$ cat config.mk
export PLATFORM = sky130hd
export DESIGN_NAME = issue_scoreboard
export DESIGN_NICKNAME = d
export VERILOG_FILES = /design/src/rtl/issue_scoreboard_pkg.sv /design/src/rtl/issue_scoreboard_decoder.sv /design/src/rtl/issue_scoreboard.sv
export SDC_FILE = /design/constraint.sdc
export NUM_CORES = 1
export LEC_CHECK = 0
export ABC_AREA = 1
export CORE_ASPECT_RATIO = 1.2
export CORE_MARGIN = 5
export CORE_UTILIZATION = 55
export CTS_BUF_LIST = sky130_fd_sc_hd__clkbuf_4
export DETAILED_ROUTE_END_ITERATION = 10
export GPL_TIMING_DRIVEN = 0
export PLACE_DENSITY = 0.8
export SLEW_MARGIN = 0
export SYNTH_ARGS = -nofsm -noshare
export SYNTH_HDL_FRONTEND = slang
export SYNTH_HIERARCHICAL = 1
export SYNTH_SLANG_ARGS = --single-unit
$ cat constraint.sdc
create_clock -name clk -period 2.9 [get_ports clk]
set_clock_uncertainty 0.05 [all_clocks]
set_input_delay 0.435 -clock clk [delete_from_list [all_inputs] [get_ports clk]]
set_output_delay 0.435 -clock clk [all_outputs]
set_load 0.01 [all_outputs]
$ cat src/rtl/issue_scoreboard_pkg.sv
// Shared definitions for the issue stage: instruction field layout, opcodes,
// register bank selectors, scoreboard defaults and issue FSM states.
package issue_scoreboard_pkg;

    localparam int WIDTH   = 32;
    localparam int REG_SEL = 5;
    localparam int P_SEL   = 4;
    localparam int OP_W    = 4;
    localparam int IMM_W   = 9;

    localparam int DEF_S_NREGS = 32;
    localparam int DEF_P_NREGS = 16;
    localparam int DEF_CNT_W   = 32;

    localparam logic S_REGS = 1'b0;
    localparam logic P_REGS = 1'b1;

    // {op[31:28], z_sel[27], z_addr[26:22], a_from[21], a_sel[20], a_addr[19:15],
    //  b_from[14], b_addr[13:9], imm[8:0]}
    localparam int OP_LSB     = 28;
    localparam int Z_SEL_BIT  = 27;
    localparam int Z_ADDR_LSB = 22;
    localparam int A_FROM_BIT = 21;
    localparam int A_SEL_BIT  = 20;
    localparam int A_ADDR_LSB = 15;
    localparam int B_FROM_BIT = 14;
    localparam int B_ADDR_LSB = 9;

    localparam logic [OP_W-1:0] OP_ADD  = 4'h0;
    localparam logic [OP_W-1:0] OP_SUB  = 4'h1;
    localparam logic [OP_W-1:0] OP_MOV  = 4'h2;
    localparam logic [OP_W-1:0] OP_CMP  = 4'h3;
    localparam logic [OP_W-1:0] OP_BR   = 4'h4;
    localparam logic [OP_W-1:0] OP_HALT = 4'h5;

    typedef enum logic [1:0] {
        ISS_RUN,
        ISS_BR_WAIT,
        ISS_DRAIN,
        ISS_HALTED
    } iss_state_t;

    function automatic logic op_writes(input logic [OP_W-1:0] op);
        return (op != OP_BR) && (op != OP_HALT);
    endfunction

endpackage

$ cat src/rtl/issue_scoreboard_decoder.sv
// Field extraction for raw instruction words; purely combinational.
module decoder
    import issue_scoreboard_pkg::*;
(
    input  logic [WIDTH-1:0]   inst,
    output logic [OP_W-1:0]    opcode,
    output logic               a_from_regbank,
    output logic               a_regbank_sel,
    output logic [REG_SEL-1:0] a_regbank_addr,
    output logic               b_from_regbank,
    output logic [REG_SEL-1:0] b_regbank_addr,
    output logic               z_regbank_sel,
    output logic [REG_SEL-1:0] z_regbank_addr
);

    // The immediate is consumed by execute, never by issue.
    logic unused_imm;

    always_comb begin
        opcode         = inst[OP_LSB +: OP_W];
        z_regbank_sel  = inst[Z_SEL_BIT];
        z_regbank_addr = inst[Z_ADDR_LSB +: REG_SEL];
        a_from_regbank = inst[A_FROM_BIT];
        a_regbank_sel  = inst[A_SEL_BIT];
        a_regbank_addr = inst[A_ADDR_LSB +: REG_SEL];
        b_from_regbank = inst[B_FROM_BIT];
        b_regbank_addr = inst[B_ADDR_LSB +: REG_SEL];
        unused_imm     = ^inst[IMM_W-1:0];
    end

endmodule

$ cat src/rtl/issue_scoreboard.sv
// Issue stage: decodes fetched instructions, tracks outstanding register
// writes per bank, stalls on hazards, serialises branches and drains on HALT.
module issue_scoreboard
    import issue_scoreboard_pkg::*;
#(
    parameter int S_NREGS = DEF_S_NREGS,
    parameter int P_NREGS = DEF_P_NREGS,
    parameter int CNT_W   = DEF_CNT_W
) (
    input  logic               clk,
    input  logic               rst,
    input  logic               in_valid,
    output logic               in_ready,
    input  logic [WIDTH-1:0]   in_inst,
    output logic               out_valid,
    input  logic               out_ready,
    output logic [WIDTH-1:0]   out_inst,
    input  logic               wb_valid,
    input  logic               wb_regbank_sel,
    input  logic [REG_SEL-1:0] wb_addr,
    input  logic               br_resolve,
    output logic               halted,
    output logic [CNT_W-1:0]   stall_cycles
);

    logic [OP_W-1:0]    dec_op;
    logic               dec_a_from;
    logic               dec_a_sel;
    logic [REG_SEL-1:0] dec_a_addr;
    logic               dec_b_from;
    logic [REG_SEL-1:0] dec_b_addr;
    logic               dec_z_sel;
    logic [REG_SEL-1:0] dec_z_addr;

    decoder u_decoder (
        .inst           (in_inst),
        .opcode         (dec_op),
        .a_from_regbank (dec_a_from),
        .a_regbank_sel  (dec_a_sel),
        .a_regbank_addr (dec_a_addr),
        .b_from_regbank (dec_b_from),
        .b_regbank_addr (dec_b_addr),
        .z_regbank_sel  (dec_z_sel),
        .z_regbank_addr (dec_z_addr)
    );

    iss_state_t         state;
    iss_state_t         state_nxt;
    logic [S_NREGS-1:0] busy_s;
    logic [S_NREGS-1:0] busy_s_nxt;
    logic [P_NREGS-1:0] busy_p;
    logic [P_NREGS-1:0] busy_p_nxt;

    logic dec_writes;
    logic is_br;
    logic is_halt;
    logic a_busy;
    logic b_busy;
    logic z_busy;
    logic hazard;
    logic accept;
    logic all_idle;

    // Hazards look only at registered busy bits: a writeback this cycle
    // frees its register for the next cycle, not this one.
    always_comb begin
        dec_writes = op_writes(dec_op);
        is_br      = (dec_op == OP_BR);
        is_halt    = (dec_op == OP_HALT);
        a_busy     = dec_a_from &&
                     ((dec_a_sel == P_REGS) ? busy_p[dec_a_addr[P_SEL-1:0]]
                                            : busy_s[dec_a_addr]);
        b_busy     = dec_b_from && busy_s[dec_b_addr];
        z_busy     = dec_writes &&
                     ((dec_z_sel == P_REGS) ? busy_p[dec_z_addr[P_SEL-1:0]]
                                            : busy_s[dec_z_addr]);
        hazard     = a_busy || b_busy || z_busy;
        in_ready   = (state == ISS_RUN) && !hazard && (!out_valid || out_ready);
        accept     = in_valid && in_ready;
        all_idle   = (busy_s == '0) && (busy_p == '0) && !out_valid;
        halted     = (state == ISS_HALTED);
    end

    // Clear first, then set, so an issuing write beats a same-cycle retire.
    always_comb begin
        busy_s_nxt = busy_s;
        busy_p_nxt = busy_p;
        if (wb_valid) begin
            if (wb_regbank_sel == P_REGS) busy_p_nxt[wb_addr[P_SEL-1:0]] = 1'b0;
            else                          busy_s_nxt[wb_addr]            = 1'b0;
        end
        if (accept && dec_writes) begin
            if (dec_z_sel == P_REGS) busy_p_nxt[dec_z_addr[P_SEL-1:0]] = 1'b1;
            else                     busy_s_nxt[dec_z_addr]            = 1'b1;
        end
    end

    always_comb begin
        state_nxt = state;
        case (state)
            ISS_RUN: begin
                if (accept && is_br)        state_nxt = ISS_BR_WAIT;
                else if (accept && is_halt) state_nxt = ISS_DRAIN;
            end
            ISS_BR_WAIT: if (br_resolve) state_nxt = ISS_RUN;
            ISS_DRAIN:   if (all_idle)   state_nxt = ISS_HALTED;
            ISS_HALTED:  state_nxt = ISS_HALTED;
            default:     state_nxt = ISS_RUN;
        endcase
    end

    always_ff @(posedge clk) begin
        if (rst) state <= ISS_RUN;
        else     state <= state_nxt;
    end

    always_ff @(posedge clk) begin
        if (rst) begin
            busy_s       <= '0;
            busy_p       <= '0;
            out_valid    <= 1'b0;
            out_inst     <= '0;
            stall_cycles <= '0;
        end else begin
            busy_s <= busy_s_nxt;
            busy_p <= busy_p_nxt;
            if (accept) begin
                out_valid <= 1'b1;
                out_inst  <= in_inst;
            end else if (out_ready) begin
                out_valid <= 1'b0;
            end
            if (in_valid && !in_ready && (stall_cycles != '1))
                stall_cycles <= stall_cycles + CNT_W'(1);
        end
    end

endmodule

==> out/qor.yml <==
status: "finished, final reports clean"
routed-wl-met3_um: 2290
ys_seq_area_share_pct: 31.9
grt_pass1_wl_um: 41400
finish.net_count: 1335
antenna_left: 0
rsz0062_at_grt: "no"
worst_pin_slew_ns: 0.717
final_cell_area_um2: 9100
drv_cap: 0
dr.pass1.iters: 6
synth-seq-cells: 115
area_delta_synth_final_pct: 26.0
die_h_um: 136
clock_path_buffers: 2
wirelength_um: 26900
setup_viol: 0
finalNonFillerCells: 1471
cts_hold_buffers: 0
grt_antenna_before_repair: 1
dieArea_um2: 15500
numPlacedInstances: 1431
fillers: 1200
drv_slew: 0
crit_fanout: 6
overflow: 0
pwr-share-seq_pct: 43.2
highest_layer: "met4"
tns_ns: 0
synth_edf_count: 0
cts_root_buf: "clkbuf_4"
synth.avg_cell_area_um2: 6.26
io_pins: 111
place.gp.congestion: 1.02
crit_arrival_ns: 2.30
wl_met2_um: 13200
port_buffers: 108
start_kind: "input port"
cts_made_buffers: 17
row_count: 46
start_util_pct: 55.3
clkTransAtPathRegs_ns: 0.10
synth_area_um2: 7230
vias_per_cell: 5.90
drive_above_1_share_pct: 9.29
ys.warnings.count: 6
fmax_ghz: 0.359
setup.worst_path.end_class: "output pin"
grt_max_degree: 17
irDropWorstVdd_v: 0.000254
leakagePower_nw: 3.31
cellInternalPower_mw: 2.69
power_frac_comb_pct: 20.0
relSlewSlack_pct: 51.7
p_per_area_nw_per_um2: 418
post-route-min-period_ns: 2.79
sw_frac_of_total_pct: 29.4
synthFlopType: "dfxtp_1"
clkPwrFrac_pct: 36.8
syn_inst: 1155
power_mw: 3.81
drc: 0
required_ns: 2.41
coreArea_um2: 13100
hold_viol: 0
holdWs_ns: 0.155
synth_nets: 1200
vias: 8683
grt_pass1_vias: 8088
placed_cell_area_um2: 8520
fin_crit_sh_pct: 96.0
grt_usage_pct: 34.2
cts.sinks: 115
worst-setup-path-type: "in -> out"
async_flop_share_pct: 0
chipWidth_um: 115
cts_tree: "built"
wl_met1_um: 9740
synth_cell_types: 26
hold_class: "in -> reg"
htreeDepth: 4
clock_latency_ns: 0.56
wire_per_inst_um: 18.3
dp_hpwl_um: 20200
drtIter0Drc: 1063
p_sw_mw: 1.12
## power groups by stage
stage                     registers [mW]  logic, mW  clock network (mW)
after floorplan                     1.69      0.396                   0
after global placement              1.68      0.695                   0
after detailed placement            1.68      0.701                   0
after CTS                           1.64      0.725                1.41
after global routing                1.65      0.814                1.50
final                               1.65      0.762                1.40
## registers in the layout (all words and copies together), names as in the netlist
register,cells
busy_p,16
stall_cycles,32
out_valid,1
out_inst,32
busy_s,32
state,2
## per-layer routing
layer	up-vias	track usage [%]
met2	454	57.2
met4	0	22.5
met1	3934	39.1
met5	-	0
li1	4162	-
met3	133	7.19
## cells in the final DEF, fill, tap and decap left out, types with 6 or more instances in the layout
cell type        instances
a21oi_1                123
buf_1                    8
buf_2                   10
buf_4                   38
buf_6                    9
clkbuf_1                26
clkbuf_4                20
clkdlybuf4s50_1        103
dfxtp_1                115
inv_1                   95
nand2_1                272
nand3_1                 93
nand3_2                  6
nand4_1                 92
nor2_1                  93
nor3_1                  25
nor4_1                  19
o21ai_0                 57
o21ai_1                 13
xor2_1                  25
## cells in the mapped netlist (2+ instances only)
master | instances | share of area (%)
nor3_1 | 25 | 1.7
o21ai_0 | 62 | 4.3
nor4_1 | 19 | 1.6
nor2_1 | 97 | 5.0
dfxtp_1 | 115 | 32
or2_2 | 2 | 0.17
nand4_1 | 92 | 8.0
a21oi_1 | 124 | 8.6
inv_1 | 99 | 5.1
nand2_1 | 277 | 14
buf_1 | 8 | 0.42
o21ai_1 | 9 | 0.62
inv_2 | 5 | 0.26
xnor2_1 | 5 | 0.61
o22ai_1 | 5 | 0.43
nand2_2 | 3 | 0.26
nand3_1 | 99 | 6.9
clkbuf_1 | 27 | 1.4
xor2_1 | 25 | 3.0
nor2_2 | 2 | 0.17
buf_4 | 33 | 3.4
buf_2 | 18 | 1.2
## critical path: stages
cell	delay, ns
clkdlybuf4s50_1	0.49
buf_4	0.14
inv_1	0.10
nor2_4	0.23
nand2_1	0.09
nand2_1	0.08
nor2_1	0.05
nand2_1	0.06
nand2_1	0.05
nand2_1	0.07
nand2_1	0.10
nand2_1	0.11
nor2_2	0.05
buf_6	0.12
buf_4	0.14
## final cells by class
| cell class | instances | area (µm²) | share of cell area, % |
|---|---|---|---|
| plain buffers | 82 | 502 | 5.51 |
| multi-input cells | 850 | 4170 | 45.8 |
| flip-flops and latches | 115 | 2300 | 25.3 |
| well taps | 168 | 210 | 2.31 |
| clock inverters | 12 | 188 | 2.06 |
| inverters | 104 | 400 | 4.40 |
| clock buffers | 19 | 143 | 1.57 |
| repair buffers | 120 | 1190 | 13.1 |
| diodes | 1 | 2.50 | 0.0275 |
## metrics by stage
step / worst slack, ns / utilization (%)
final: 0.115 / 69.7
after global routing: 0.00649 / 69.7
after CTS: 0.00959 / 68.4
after detailed placement: -0.972 / 65.2
after global placement: -0.951 / 65.2
after floorplan: 0.500 / -
## path summary, 6_finish.rpt
path / start / end / slack [ns] / cells after the start
setup / recovery: in_inst[24] / in_ready / 0.11 / 15
hold / removal: in_inst[15] / out_inst[15] / 0.16 / 3
setup reg to reg: stall_cycles[0] / stall_cycles[19] / 0.23 / 10
hold reg to reg: out_inst[25] / out_inst[25] / 0.42 / 2
## timing repair
item	4_1_cts	5_1_grt
setup endpoints to repair	1	5
pin swaps	6	8
setup buffers	5	6
cloned	0	1
resized for setup	32	34
## cells by family after synthesis
kind of cell / after synthesis / synth area share (%)
adders and majority gates: 1 / 0.173
AOI/OAI and AO/OA: 201 / 14.0
DFF: 115 / 31.9
xor gates and xnor gates: 30 / 3.64
buffers and inverters: 190 / 11.9
and+or+nand+nor: 618 / 38.4
No activity file was read; power rests on OpenSTA's default activity.
